## src/rtl/ahb_sram_pkg.sv

```systemverilog
// ahb_sram_pkg: shared types and constants for the AHB-Lite to SRAM bridge
package ahb_sram_pkg;

    typedef enum logic [1:0] {
        HT_IDLE   = 2'b00,
        HT_BUSY   = 2'b01,
        HT_NONSEQ = 2'b10,
        HT_SEQ    = 2'b11
    } htrans_e;

    localparam logic [2:0] HSIZE_BYTE  = 3'd0;
    localparam logic [2:0] HSIZE_HALF  = 3'd1;
    localparam logic [2:0] HSIZE_WORD  = 3'd2;
    localparam logic [2:0] HSIZE_DWORD = 3'd3;

    typedef enum logic [2:0] {
        ST_IDLE,
        ST_READ,
        ST_WRITE,
        ST_RDLAT,
        ST_ERR1,
        ST_ERR2
    } state_e;

    localparam logic HRESP_OKAY  = 1'b0;
    localparam logic HRESP_ERROR = 1'b1;

endpackage

```

## src/rtl/ahb_sram_be_gen.sv

```systemverilog
// ahb_sram_be_gen: little-endian byte enables and misaligned/oversize flag from HSIZE and address low bits
module ahb_sram_be_gen
    import ahb_sram_pkg::*;
#(
    parameter  int DBITS = 32,
    localparam int BW    = DBITS / 8,
    localparam int OFS   = $clog2(BW)
) (
    input  logic [2:0]     hsize_i,
    input  logic [OFS-1:0] addr_i,
    output logic [BW-1:0]  be_o,
    output logic           bad_o
);

    // A lane is enabled when it shares the naturally aligned chunk of the address
    always_comb begin
        bad_o = (hsize_i > 3'(OFS)) || ((addr_i & OFS'((32'd1 << hsize_i) - 32'd1)) != '0);
        be_o  = '0;
        for (int i = 0; i < BW; i++)
            be_o[i] = !bad_o && ((OFS'(i) >> hsize_i) == (addr_i >> hsize_i));
    end

endmodule

```

## src/rtl/ahb_sram_bridge.sv

```systemverilog
// ahb_sram_bridge: AHB-Lite slave driving a single-port synchronous SRAM; AHB_SRAM_RESP_ERR_EN enables ERROR responses for bad transfers
module ahb_sram_bridge
    import ahb_sram_pkg::*;
#(
    parameter  int ABITS = 10,
    parameter  int DBITS = 32,
    localparam int BW    = DBITS / 8,
    localparam int OFS   = $clog2(BW)
) (
    input  logic             clk_i,
    input  logic             rst_i,
    input  logic             hsel_i,
    input  logic [31:0]      haddr_i,
    input  logic [1:0]       htrans_i,
    input  logic             hwrite_i,
    input  logic [2:0]       hsize_i,
    input  logic             hready_i,
    input  logic [DBITS-1:0] hwdata_i,
    output logic [DBITS-1:0] hrdata_o,
    output logic             hreadyout_o,
    output logic             hresp_o,
    output logic [ABITS-1:0] mem_addr_o,
    output logic             mem_we_o,
    output logic [BW-1:0]    mem_be_o,
    output logic [DBITS-1:0] mem_din_o,
    input  logic [DBITS-1:0] mem_dout_i
);

    if (DBITS != 32 && DBITS != 64) begin : g_bad_dbits
        $error("ahb_sram_bridge: DBITS must be 32 or 64");
    end

    state_e           state_q, state_d;
    logic [ABITS-1:0] addr_q, addr_d, maddr_q, hword;
    logic [BW-1:0]    be_q, be_d, be;
    logic             wen_q, wen_d, bad, acc, unused_ok;
    logic [DBITS-1:0] din_q;

    assign hword     = haddr_i[ABITS+OFS-1:OFS];
    assign unused_ok = ^haddr_i[31:ABITS+OFS];
    assign acc       = hsel_i && hready_i && (htrans_i == HT_NONSEQ || htrans_i == HT_SEQ);

    ahb_sram_be_gen #(.DBITS(DBITS)) u_be_gen (
        .hsize_i (hsize_i),
        .addr_i  (haddr_i[OFS-1:0]),
        .be_o    (be),
        .bad_o   (bad)
    );

    assign hreadyout_o = !(state_q == ST_RDLAT || state_q == ST_ERR1);
    assign hresp_o     = (state_q == ST_ERR1 || state_q == ST_ERR2) ? HRESP_ERROR : HRESP_OKAY;
    assign hrdata_o    = state_q == ST_READ ? mem_dout_i : '0;
    assign mem_we_o    = state_q == ST_WRITE && wen_q;
    assign mem_be_o    = state_q == ST_WRITE ? be_q : '0;
    assign mem_din_o   = state_q == ST_WRITE ? hwdata_i : din_q;

    // Next state and SRAM address; a read behind a write is replayed from addr_q in ST_RDLAT
    always_comb begin
        state_d    = ST_IDLE;
        addr_d     = addr_q;
        be_d       = be_q;
        wen_d      = wen_q;
        mem_addr_o = maddr_q;
        if (state_q == ST_RDLAT) begin
            state_d    = ST_READ;
            mem_addr_o = addr_q;
        end else if (state_q == ST_ERR1) begin
            state_d = ST_ERR2;
        end else begin
            if (state_q == ST_WRITE)
                mem_addr_o = addr_q;
            if (acc) begin
`ifdef AHB_SRAM_RESP_ERR_EN
                if (bad)
                    state_d = ST_ERR1;
                else
`endif
                if (hwrite_i) begin
                    state_d = ST_WRITE;
                    addr_d  = hword;
                    be_d    = be;
                    wen_d   = !bad;
                end else if (state_q == ST_WRITE) begin
                    state_d = ST_RDLAT;
                    addr_d  = hword;
                end else begin
                    state_d    = ST_READ;
                    mem_addr_o = hword;
                end
            end
        end
    end

    // State and held SRAM address/data registers
    always_ff @(posedge clk_i) begin
        if (rst_i) begin
            state_q <= ST_IDLE;
            addr_q  <= '0;
            be_q    <= '0;
            wen_q   <= 1'b0;
            maddr_q <= '0;
            din_q   <= '0;
        end else begin
            state_q <= state_d;
            addr_q  <= addr_d;
            be_q    <= be_d;
            wen_q   <= wen_d;
            maddr_q <= mem_addr_o;
            din_q   <= mem_din_o;
        end
    end

endmodule

```

## config.mk

```make
export PLATFORM = sky130hd
export DESIGN_NAME = ahb_sram_bridge
export DESIGN_NICKNAME = d
export VERILOG_FILES = /design/src/rtl/ahb_sram_pkg.sv /design/src/rtl/ahb_sram_be_gen.sv /design/src/rtl/ahb_sram_bridge.sv
export SDC_FILE = /design/constraint.sdc
export NUM_CORES = 1
export LEC_CHECK = 0
export ABC_AREA = 1
export CORE_ASPECT_RATIO = 1.2
export CORE_UTILIZATION = 39
export DETAILED_ROUTE_END_ITERATION = 8
export GPL_TIMING_DRIVEN = 1
export PLACE_DENSITY = 0.8
export SLEW_MARGIN = 20
export SYNTH_ARGS = -nofsm -noshare
export SYNTH_HDL_FRONTEND = slang
export SYNTH_HIERARCHICAL = 1
export SYNTH_SLANG_ARGS = --single-unit
```

## constraint.sdc

```tcl
create_clock -name clk_i -period 2.2 [get_ports clk_i]
set_input_delay 0.22 -clock clk_i [delete_from_list [all_inputs] [get_ports clk_i]]
set_output_delay 0.22 -clock clk_i [all_outputs]
set_load 0.1 [all_outputs]
```

## Yosys cells after proc, flatten, opt, wreduce, memory -nomap -nowiden

Index checks and enable logic that the tools add are counted.

| storage, ports and cells | value |
|---|---|
| flip-flop bits (word level) | 60 |
| output and inout port bits | 81 |

| cells by class | value |
|---|---|
| shift-type cells | 6 |
| eq/ne operators | 11 |
| add/sub/neg operators | 1 |
| magnitude comparators | 1 |
| multiplexer cells | 17 |
| bitwise operators | 4 |
| reduce and logical (&&, ||, !) cells | 19 |

Operators by type and width:

| cell | count |
|---|---|
| 2-to-1 mux 10 bit | 8 |
| 2-to-1 mux 32 bit | 2 |
| equality test 2 bit | 4 |
| AND reduction 4 bit | 2 |
| logical AND 1 bit | 7 |
| equality test 3 x 2 -> 1 bit (second input constant) | 2 |
| equality test 3 bit (second input constant) | 2 |
| 2-to-1 mux 2 bit | 3 |
| right shift 1 x 3 -> 2 bit (first input constant) | 2 |
| right shift 2 x 3 -> 2 bit (first input constant) | 2 |
| equality test 2 bit (second input constant) | 2 |
| logical OR 1 bit | 4 |
| 2-to-1 mux 4 bit | 1 |
| nonzero test 2 bit | 2 |
| OR reduction 4 bit | 1 |
| equality test 3 x 1 -> 1 bit (second input constant) | 1 |
| greater-than comparator 3 x 2 -> 1 bit (second input constant) | 1 |
| 2-to-1 mux 3 bit | 1 |
| NOT 1 bit | 3 |
| left shift 1 x 3 -> 2 bit (first input constant) | 1 |
| right shift 2 x 3 -> 2 bit | 1 |
| bitwise AND 2 bit | 1 |
| logical NOT 1 bit | 2 |
| 2-to-1 mux 1 bit | 2 |
| 2 further kinds | 2 |

## Logic depth before layout (Yosys ltp)

Gate-level depths: netlist (run 1).

| depth | value |
|---|---|
| depth after elaboration | 7 |
| depth in mapped cells | 10 |

## Modules after synthesis

Netlist (run 1), hierarchy kept.

By module, submodules not included:

| module | cells each | instances | sequential area each (µm²) | area each (µm²) |
|---|---|---|---|---|
| ahb_sram_bridge | 537 | 1 | 1201.2 | 3363.2 |
| ahb_sram_be_gen | 26 | 1 | 0.0 | 118.9 |

## Worst setup path after synthesis (run 1)

No wires, ideal clock.

| timing | value |
|---|---|
| path kind | reg2out |
| start point | reg state_q[2] |
| end point | out mem_din_o[11] |
| setup slack | -0.421 ns |
| required time | 1.980 ns |
| cell stages (with the launch flop) | 8 |
| arrival time | 2.401 ns |
| cell sequence | dfxtp_1 inv_2 nand2_1 nor2_2 clkbuf_2 or2_2 inv_1 a21oi_1 |

| on the way | value |
|---|---|
| cells in the longest elaborated chain, start to end | 2 |

RTL lines:

| element | line | source |
|---|---|---|
| from (decl) | ahb_sram_bridge.sv:33 | `state_e state_q, state_d;` |
| from (signal assigned) | ahb_sram_bridge.sv:104 | `state_q <= state_d;` |
| equality test 3 x 2 -> 1 bit | ahb_sram_bridge.sv:55 | `assign mem_din_o = state_q == ST_WRITE ? hwdata_i : din_q;` |
| 2-to-1 mux 32 bit | ahb_sram_bridge.sv:55 |  |
| to (decl) | ahb_sram_bridge.sv:25 | `output logic [DBITS-1:0] mem_din_o,` |

Every way passes these cells.

## Final worst setup path (run 1)

| timing | value |
|---|---|
| start point | reg state_q[2] |
| end point | out mem_din_o[28] |

Same word-level chain as after synthesis.

==> results of run 1 <==
-- worst max-delay path, cell delays in order, from the launching register on --
cell	delay, ns
dfxtp_4	0.37
inv_2	0.06
nand2_1	0.09
nor2_4	0.21
buf_12	0.20
or2_2	0.13
inv_1	0.04
a21oi_1	0.21
buf_12	0.21
-- cells by family after synthesis --
| family | after synthesis | synth area share [%] |
|---|---|---|
| flops | 60 | 34.5 |
| buf+inv | 173 | 19.4 |
| compound gates | 92 | 15.5 |
| simple gates | 238 | 30.5 |
-- registers in the layout, indices dropped and copies added (netlist names) --
name	cells
addr_q	10
din_q	32
wen_q	1
maddr_q	10
be_q	4
state_q	3
-- cell usage in the layout (no fill, tap or decap), drive strengths merged --
| cell | Yosys | final |
|---|---|---|
| bufinv | 0 | 1 |
| inv | 144 | 144 |
| nor2 | 68 | 68 |
| a21oi | 55 | 55 |
| buf | 14 | 91 |
| dfxtp | 60 | 60 |
| o21ai | 5 | 5 |
| clkinv | 0 | 4 |
| bufbuf | 0 | 1 |
| a211oi | 32 | 32 |
| clkdlybuf4s50 | 0 | 83 |
| clkbuf | 15 | 10 |
| clkinvlp | 0 | 4 |
| nand2 | 95 | 95 |
| nand3 | 42 | 42 |
| or2 | 32 | 32 |
| nand4 | 1 | 1 |
-- final timing paths --
path	end	slack, ns	startpoint
hold reg to reg	addr_q[3]	0.49	addr_q[3]
hold / removal	din_q[25]	0.27	rst_i
setup / recovery	mem_din_o[28]	0.11	state_q[2]
setup reg to reg	addr_q[8]	0.36	state_q[2]
-- cell type report --
type / instances / area, µm² / share of cell area (%)
clock buffer: 10 / 138 / 2.11
sequential: 60 / 1210 / 18.5
multi-input combinational: 330 / 1830 / 28.1
clock inverter: 6 / 62.6 / 0.957
timing repair buffer: 175 / 2580 / 39.4
timing repair inverter: 3 / 22.5 / 0.345
inverter: 144 / 544 / 8.33
tap: 117 / 146 / 2.24
-- routing by layer --
metal / wire length [µm] / track usage (%)
met2: 5840 / 44.9
met3: 1550 / 9.87
met4: 238 / 10.9
met5: 0 / 0
met1: 4100 / 26.0
-- stage by stage --
step	setup slack, ns	util [%]	TNS [ns]
2_1_floorplan	-0.421	-	-8.81
3_3_place_gp	0.266	71.4	0
3_5_place_dp	0.196	71.4	0
4_1_cts	0.00791	74.9	0
5_1_grt	-0.000660	75.9	-0.000660
6_report	0.108	75.9	0
-- power by group through the flow --
stage	combinational, W	sequential, W	clock (W)
after floorplan	0.000511	0.00115	0
after global placement	0.000892	0.00115	0
after detailed placement	0.000908	0.00115	0
after CTS	0.000919	0.00113	0.00102
after global routing	0.000978	0.00113	0.00108
final	0.000929	0.00112	0.00101
-- repair_timing --
item                       4_1_cts  5_1_grt
pin swaps                        0        1
resized for setup                5       28
cloned                           5        0
setup endpoints to repair       33       25
==> key figures, run 1 <==
Worst setup path
  • CP Data Required Time: 1.98 ns
  • Critical Path Sink Type: output pin
  • Startpoint Class: register
  • Crit Path Class: reg2out
  • Worst-path maximum fanout: 27
  • Arr. time, crit path: 1.87 ns
  • Reg2Reg Depth: 8

Floorplan
  • Die extent in y: 106 µm
  • CORE AREA: 0.00861 mm²
  • Boundary Pins: 187
  • Die Wd: 88.3 µm
  • Site row count: 37
  • Initial Util: 40.4%
  • Die ar.: 0.00931 mm²

Routing
  • Final wirelength: 11700 µm
  • Drt pass-1 iters: 4
  • Residual DRC: 0
  • Vias per cell: 4.87
  • Drt initial violations: 348
  • Antenna-violating nets left: 0
  • Routed via count: 4117
  • DR WL/cell: ~14 µm

Placement
  • Placed insts: 824
  • Post-DP HPWL: 8110 µm
  • DP Area: 0.00615 mm²
  • I/O Buffers: 165
  • GPL Wtd Cong: 0.802

STA
  • Fmax achieved: 478 MHz
  • Worst-margin pin slew: 0.487 ns
  • Fin crit share: 95.1%
  • Final Hold Vio Count: 0
  • Max Transition Viols Final: 0
  • Final setup vio count: 0
  • Hold slack: 0.269 ns
  • Worst clock skew: 0.0129 ns
  • Max-Slew Margin vs Limit: between 60% and 70%
  • Minimum clock period: ~2.1 ns

Layout
  • Synthesis-to-layout area growth: 87.6%
  • Fin area: 0.00653 mm²
  • Layout Cells excl Fill: 845
  • Filler Cells Inserted: 588
  • Nets: 829
  • Share of layout cells above drive strength 1: 30.5%
  • Antenna cells: 0

Logic synthesis
  • Synth area leaders: dfxtp_1 (34%), inv_1 (15%), nand2_1 (9.9%)
  • Async SR Flop Fraction: 0%
  • Post-synth EDFFs: 0
  • Count leader, synth: inv_1
  • Main synth FF type: dfxtp_1
  • Synth Register Bits: 60
  • Syn Inst Count: 563
  • Synthesized area per cell: 6.18 µm²
  • Post-synthesis sequential area ratio: 34.5%
  • Synth Net Count: 669
  • Post-synth top area share: 34.5%
  • Syn Std Cell Area: 0.00348 mm²
  • Synth unique cells: 21
  • Post-synth top area cell: dfxtp_1
  • Post-synth top cells: inv_1 (141), nand2_1 (92), nor2_1 (65)
  • Syn. warnings: 6

Global routing
  • Vias in the first global route: 4142
  • First-pass GRT wire length: between 15000 and 20000 µm
  • Initial antenna violation count: 0
  • Largest net degree at the start of global routing: 54
  • Global route overflow: 0
  • Gr usage total: around a quarter

Worst hold path
  • Hold Path Stages: 2
  • HP Class: in2reg

Pwr
  • P_sw: 0.00103 W
  • Combinational share of power: 30.3%
  • Cell area power density: 469 mW/mm²
  • Net Sw Frac: 33.5%
  • Power Total: between 0.003 and 0.004 W
  • Power share of the clock group: 33.0%
  • Maximum VDD drop: roughly 0.55 mV
  • Int Pwr: 0.00204 W
  • Pleak: a little under 3 nW
  • Seq pwr share: a little under two fifths

Clocking
  • Cts hold-fix bufs: 0
  • Root Driver: clkbuf_8
  • Clock sinks: 60
  • Max Root-Sink Buffers: 2
  • Clk pin slew, worst setup/hold paths: approximately 0.07 ns
  • Inserted Clock Buffers: 9
  • Post-CTS setup buffer count: 0
  • TritonCTS clock tree: built
  • Clock Latency Late Sink: 0.34 ns
  • Htree depth: 3

Status
  • Status: completed

Job
  • Max_cap viols: 0
Power figures use the tool's default switching activity.
==> run 2, diff against run 1 <==
--- a/config.mk
+++ b/config.mk
@@ -7,6 +7,7 @@
 export LEC_CHECK = 0
 export ABC_AREA = 1
 export CORE_ASPECT_RATIO = 1.2
+export CORE_MARGIN = 1.5
 export CORE_UTILIZATION = 39
 export DETAILED_ROUTE_END_ITERATION = 8
 export GPL_TIMING_DRIVEN = 1
==> key figures, run 2 (synthesis results as in run 1) <==
Status
  • Status: completed (unchanged)

Layout
  • Most frequent cells in the layout: inv_1 (140), nand2_1 (91), clkdlybuf4s50_1 (83) (was inv_1 (140), nand2_1 (90), clkdlybuf4s50_1 (83))
  • Synthesis-to-layout area growth: 87.8% (was 87.6%)
  • Filler Cells Inserted: 592 (was 588)
  • FF+latch area: 0.00120 mm² (was 0.00121 mm²)
  • Max reg flops: 32 (unchanged)
  • Fin area: 0.00654 mm² (was 0.00653 mm²)
  • Most common cell after layout, fill and taps aside: inv_1 (unchanged)
  • Top flop regs: din_q (32), addr_q (10), maddr_q (10) (unchanged)
  • Nets: 831 (was 829)
  • Final core occ: 75.9% (about the same)
  • Biggest register: din_q (unchanged)
  • Antenna cells: 0 (unchanged)
  • Share of layout cells above drive strength 1: 28.6% (was 30.5%)
  • Multi-input logic area: 0.00178 mm² (was 0.00183 mm²)

Clocking
  • Clk pin slew, worst setup/hold paths: 0.07 ns (about the same)
  • Clock Latency Late Sink: 0.35 ns (was 0.34 ns)
  • Clock sinks: 60 (unchanged)
  • Inserted Clock Buffers: 9 (unchanged)
  • TritonCTS clock tree: built (unchanged)
  • Max Root-Sink Buffers: 2 (unchanged)
  • Htree depth: 3 (unchanged)
  • Root Driver: clkbuf_8 (unchanged)

Routing
  • DR WL/cell: 13.5 µm (was 13.9 µm)
  • Drt pass-1 iters: 5 (was 4)
  • Drt initial violations: 281 (was 348)
  • Final wirelength: 11500 µm (was 11700 µm)
  • Residual DRC: 0 (unchanged)
  • Antenna-violating nets left: 0 (unchanged)
  • Vias per cell: 4.85 (was 4.87)
  • Top layer reached by signal wires: met4 (unchanged)
  • Met2 wire len: 5660 µm (was 5840 µm)
  • DRT met1 WL: 4010 µm (was 4100 µm)
  • Routed via count: 4112 (was 4117)
  • Metal3 WL: 1500 µm (was 1550 µm)

Floorplan
  • CORE AREA: 0.00861 mm² (unchanged)
  • Die ar.: 0.00951 mm² (was 0.00931 mm²)
  • Initial Util: 40.4% (unchanged)
  • Site row count: 37 (unchanged)
  • Boundary Pins: 187 (unchanged)
  • Die Wd: 89.3 µm (was 88.3 µm)
  • Die extent in y: 107 µm (was 106 µm)

STA
  • Minimum clock period: 2.16 ns (was 2.09 ns)
  • Fin crit share: 98.1% (was 95.1%)
  • Worst clock skew: 0.00915 ns (was 0.0129 ns)
  • Worst-margin pin slew: 0.477 ns (was 0.487 ns)
  • Max-Slew Margin vs Limit: 68.2% (was 67.5%)
  • Final Hold Vio Count: 0 (unchanged)
  • RSZ-0062 raised after global routing: yes
  • Final setup vio count: 0 (unchanged)
  • Fmax achieved: 464 MHz (was 478 MHz)
  • Max Transition Viols Final: 0 (unchanged)

Worst setup path
  • Crit Path Class: reg2out (unchanged)
  • Critical Path Sink Type: output pin (unchanged)
  • CP Data Required Time: 1.98 ns (about the same)
  • Worst-path maximum fanout: 32 (was 27)
  • Startpoint Class: register (unchanged)
  • Arr. time, crit path: 1.94 ns (was 1.87 ns)

Placement
  • I/O Buffers: 165 (unchanged)
  • GPL Wtd Cong: 0.840 (was 0.802)
  • DP Area: 0.00617 mm² (was 0.00615 mm²)
  • Post-DP HPWL: 8060 µm (was 8110 µm)

Pwr
  • Power Total: 0.00323 W (was 0.00306 W)
  • Int Pwr: 0.00222 W (was 0.00204 W)
  • Maximum VDD drop: 0.622 mV (was 0.546 mV)
  • Power share of the clock group: 36.5% (was 33.0%)
  • Pleak: 3.00 nW (was 2.98 nW)
  • Combinational share of power: 28.6% (was 30.3%)
  • Cell area power density: 494 mW/mm² (was 469 mW/mm²)
  • Net Sw Frac: 31.3% (was 33.5%)
  • Seq pwr share: 34.9% (was 36.7%)
  • P_sw: 0.00101 W (was 0.00103 W)

Global routing
  • Initial antenna violation count: 0 (unchanged)
  • Largest net degree at the start of global routing: 45 (was 54)
  • Global route overflow: 0 (unchanged)
  • First-pass GRT wire length: 17700 µm (was 18700 µm)
  • Gr usage total: 23.7% (was 25.4%)
  • Vias in the first global route: 4011 (was 4142)

Job
  • Max_cap viols: 0 (unchanged)

Worst hold path
  • HP Class: in2reg (unchanged)
-- run 2: cell count changes in the layout (fill, tap and decap cells not counted), moves of 2 or more --
cell,previous run,this run
a21oi_2,32,19
clkbuf_8,10,12
dfxtp_4,2,0
a21oi_1,23,36
clkinv_2,3,0
dfxtp_2,0,2
-- run 2: through the flow --
step / hold slack [ns] / setup TNS, ns / setup slack, ns / cells
floorplan: 0.364 / -8.81 / -0.421 / 563
global placement: 0.470 / 0 / 0.268 / 825
detailed placement: 0.479 / 0 / 0.234 / 825
CTS: 0.231 / -0.0396 / -0.0175 / 845
global route: 0.242 / -0.201 / -0.0400 / 847
finish: 0.248 / 0 / 0.0429 / 847
-- run 2: final timing paths --
check | end | cells after the start | from | slack [ns]
setup / recovery | mem_din_o[24] | 8 | state_q[2] | 0.04
hold / removal | din_q[27] | 2 | rst_i | 0.25
setup reg to reg | addr_q[0] | 9 | state_q[1] | 0.46
hold reg to reg | addr_q[1] | 2 | addr_q[1] | 0.49
-- run 2: final cells by class --
type,instances,area share (%)
sequential,60,18.4
clock inverter,3,1.03
timing repair inverter,3,0.344
clock buffer,13,2.58
inverter,144,8.32
tap,117,2.24
timing repair buffer,177,39.8
multi-input combinational,330,27.3
-- run 2: routing by layer --
metal / vias up / track usage, %
met2: 238 / 41.0
met3: 29 / 9.86
li1: 2022 / -
met1: 1823 / 24.1
met5: - / 0
met4: 0 / 11.4
-- run 2: critical path, cell delays in order (launching register included) --
cell	delay, ns
dfxtp_2	0.35
inv_2	0.07
nand2_1	0.10
nor2_4	0.21
buf_12	0.20
or2_2	0.13
inv_1	0.05
a21oi_1	0.26
buf_12	0.22
-- run 2: power by group through the flow --
| stage | Combinational (W) | Sequential, W | Clock, W |
|---|---|---|---|
| floorplan | 0.000511 | 0.00115 | 0 |
| global placement | 0.000896 | 0.00115 | 0 |
| detailed placement | 0.000910 | 0.00115 | 0 |
| CTS | 0.000919 | 0.00113 | 0.00120 |
| global route | 0.000973 | 0.00113 | 0.00125 |
| finish | 0.000923 | 0.00113 | 0.00118 |
-- run 2: timing repair --
| action | in CTS | in global routing |
|---|---|---|
| buffers inserted | 0 | 1 |
| pin swaps | 0 | 1 |
| hold buffers | 0 | 0 |
| cloned | 4 | 1 |
| endpoints found under the setup margin | 18 | 37 |
| resized for setup | 7 | 9 |
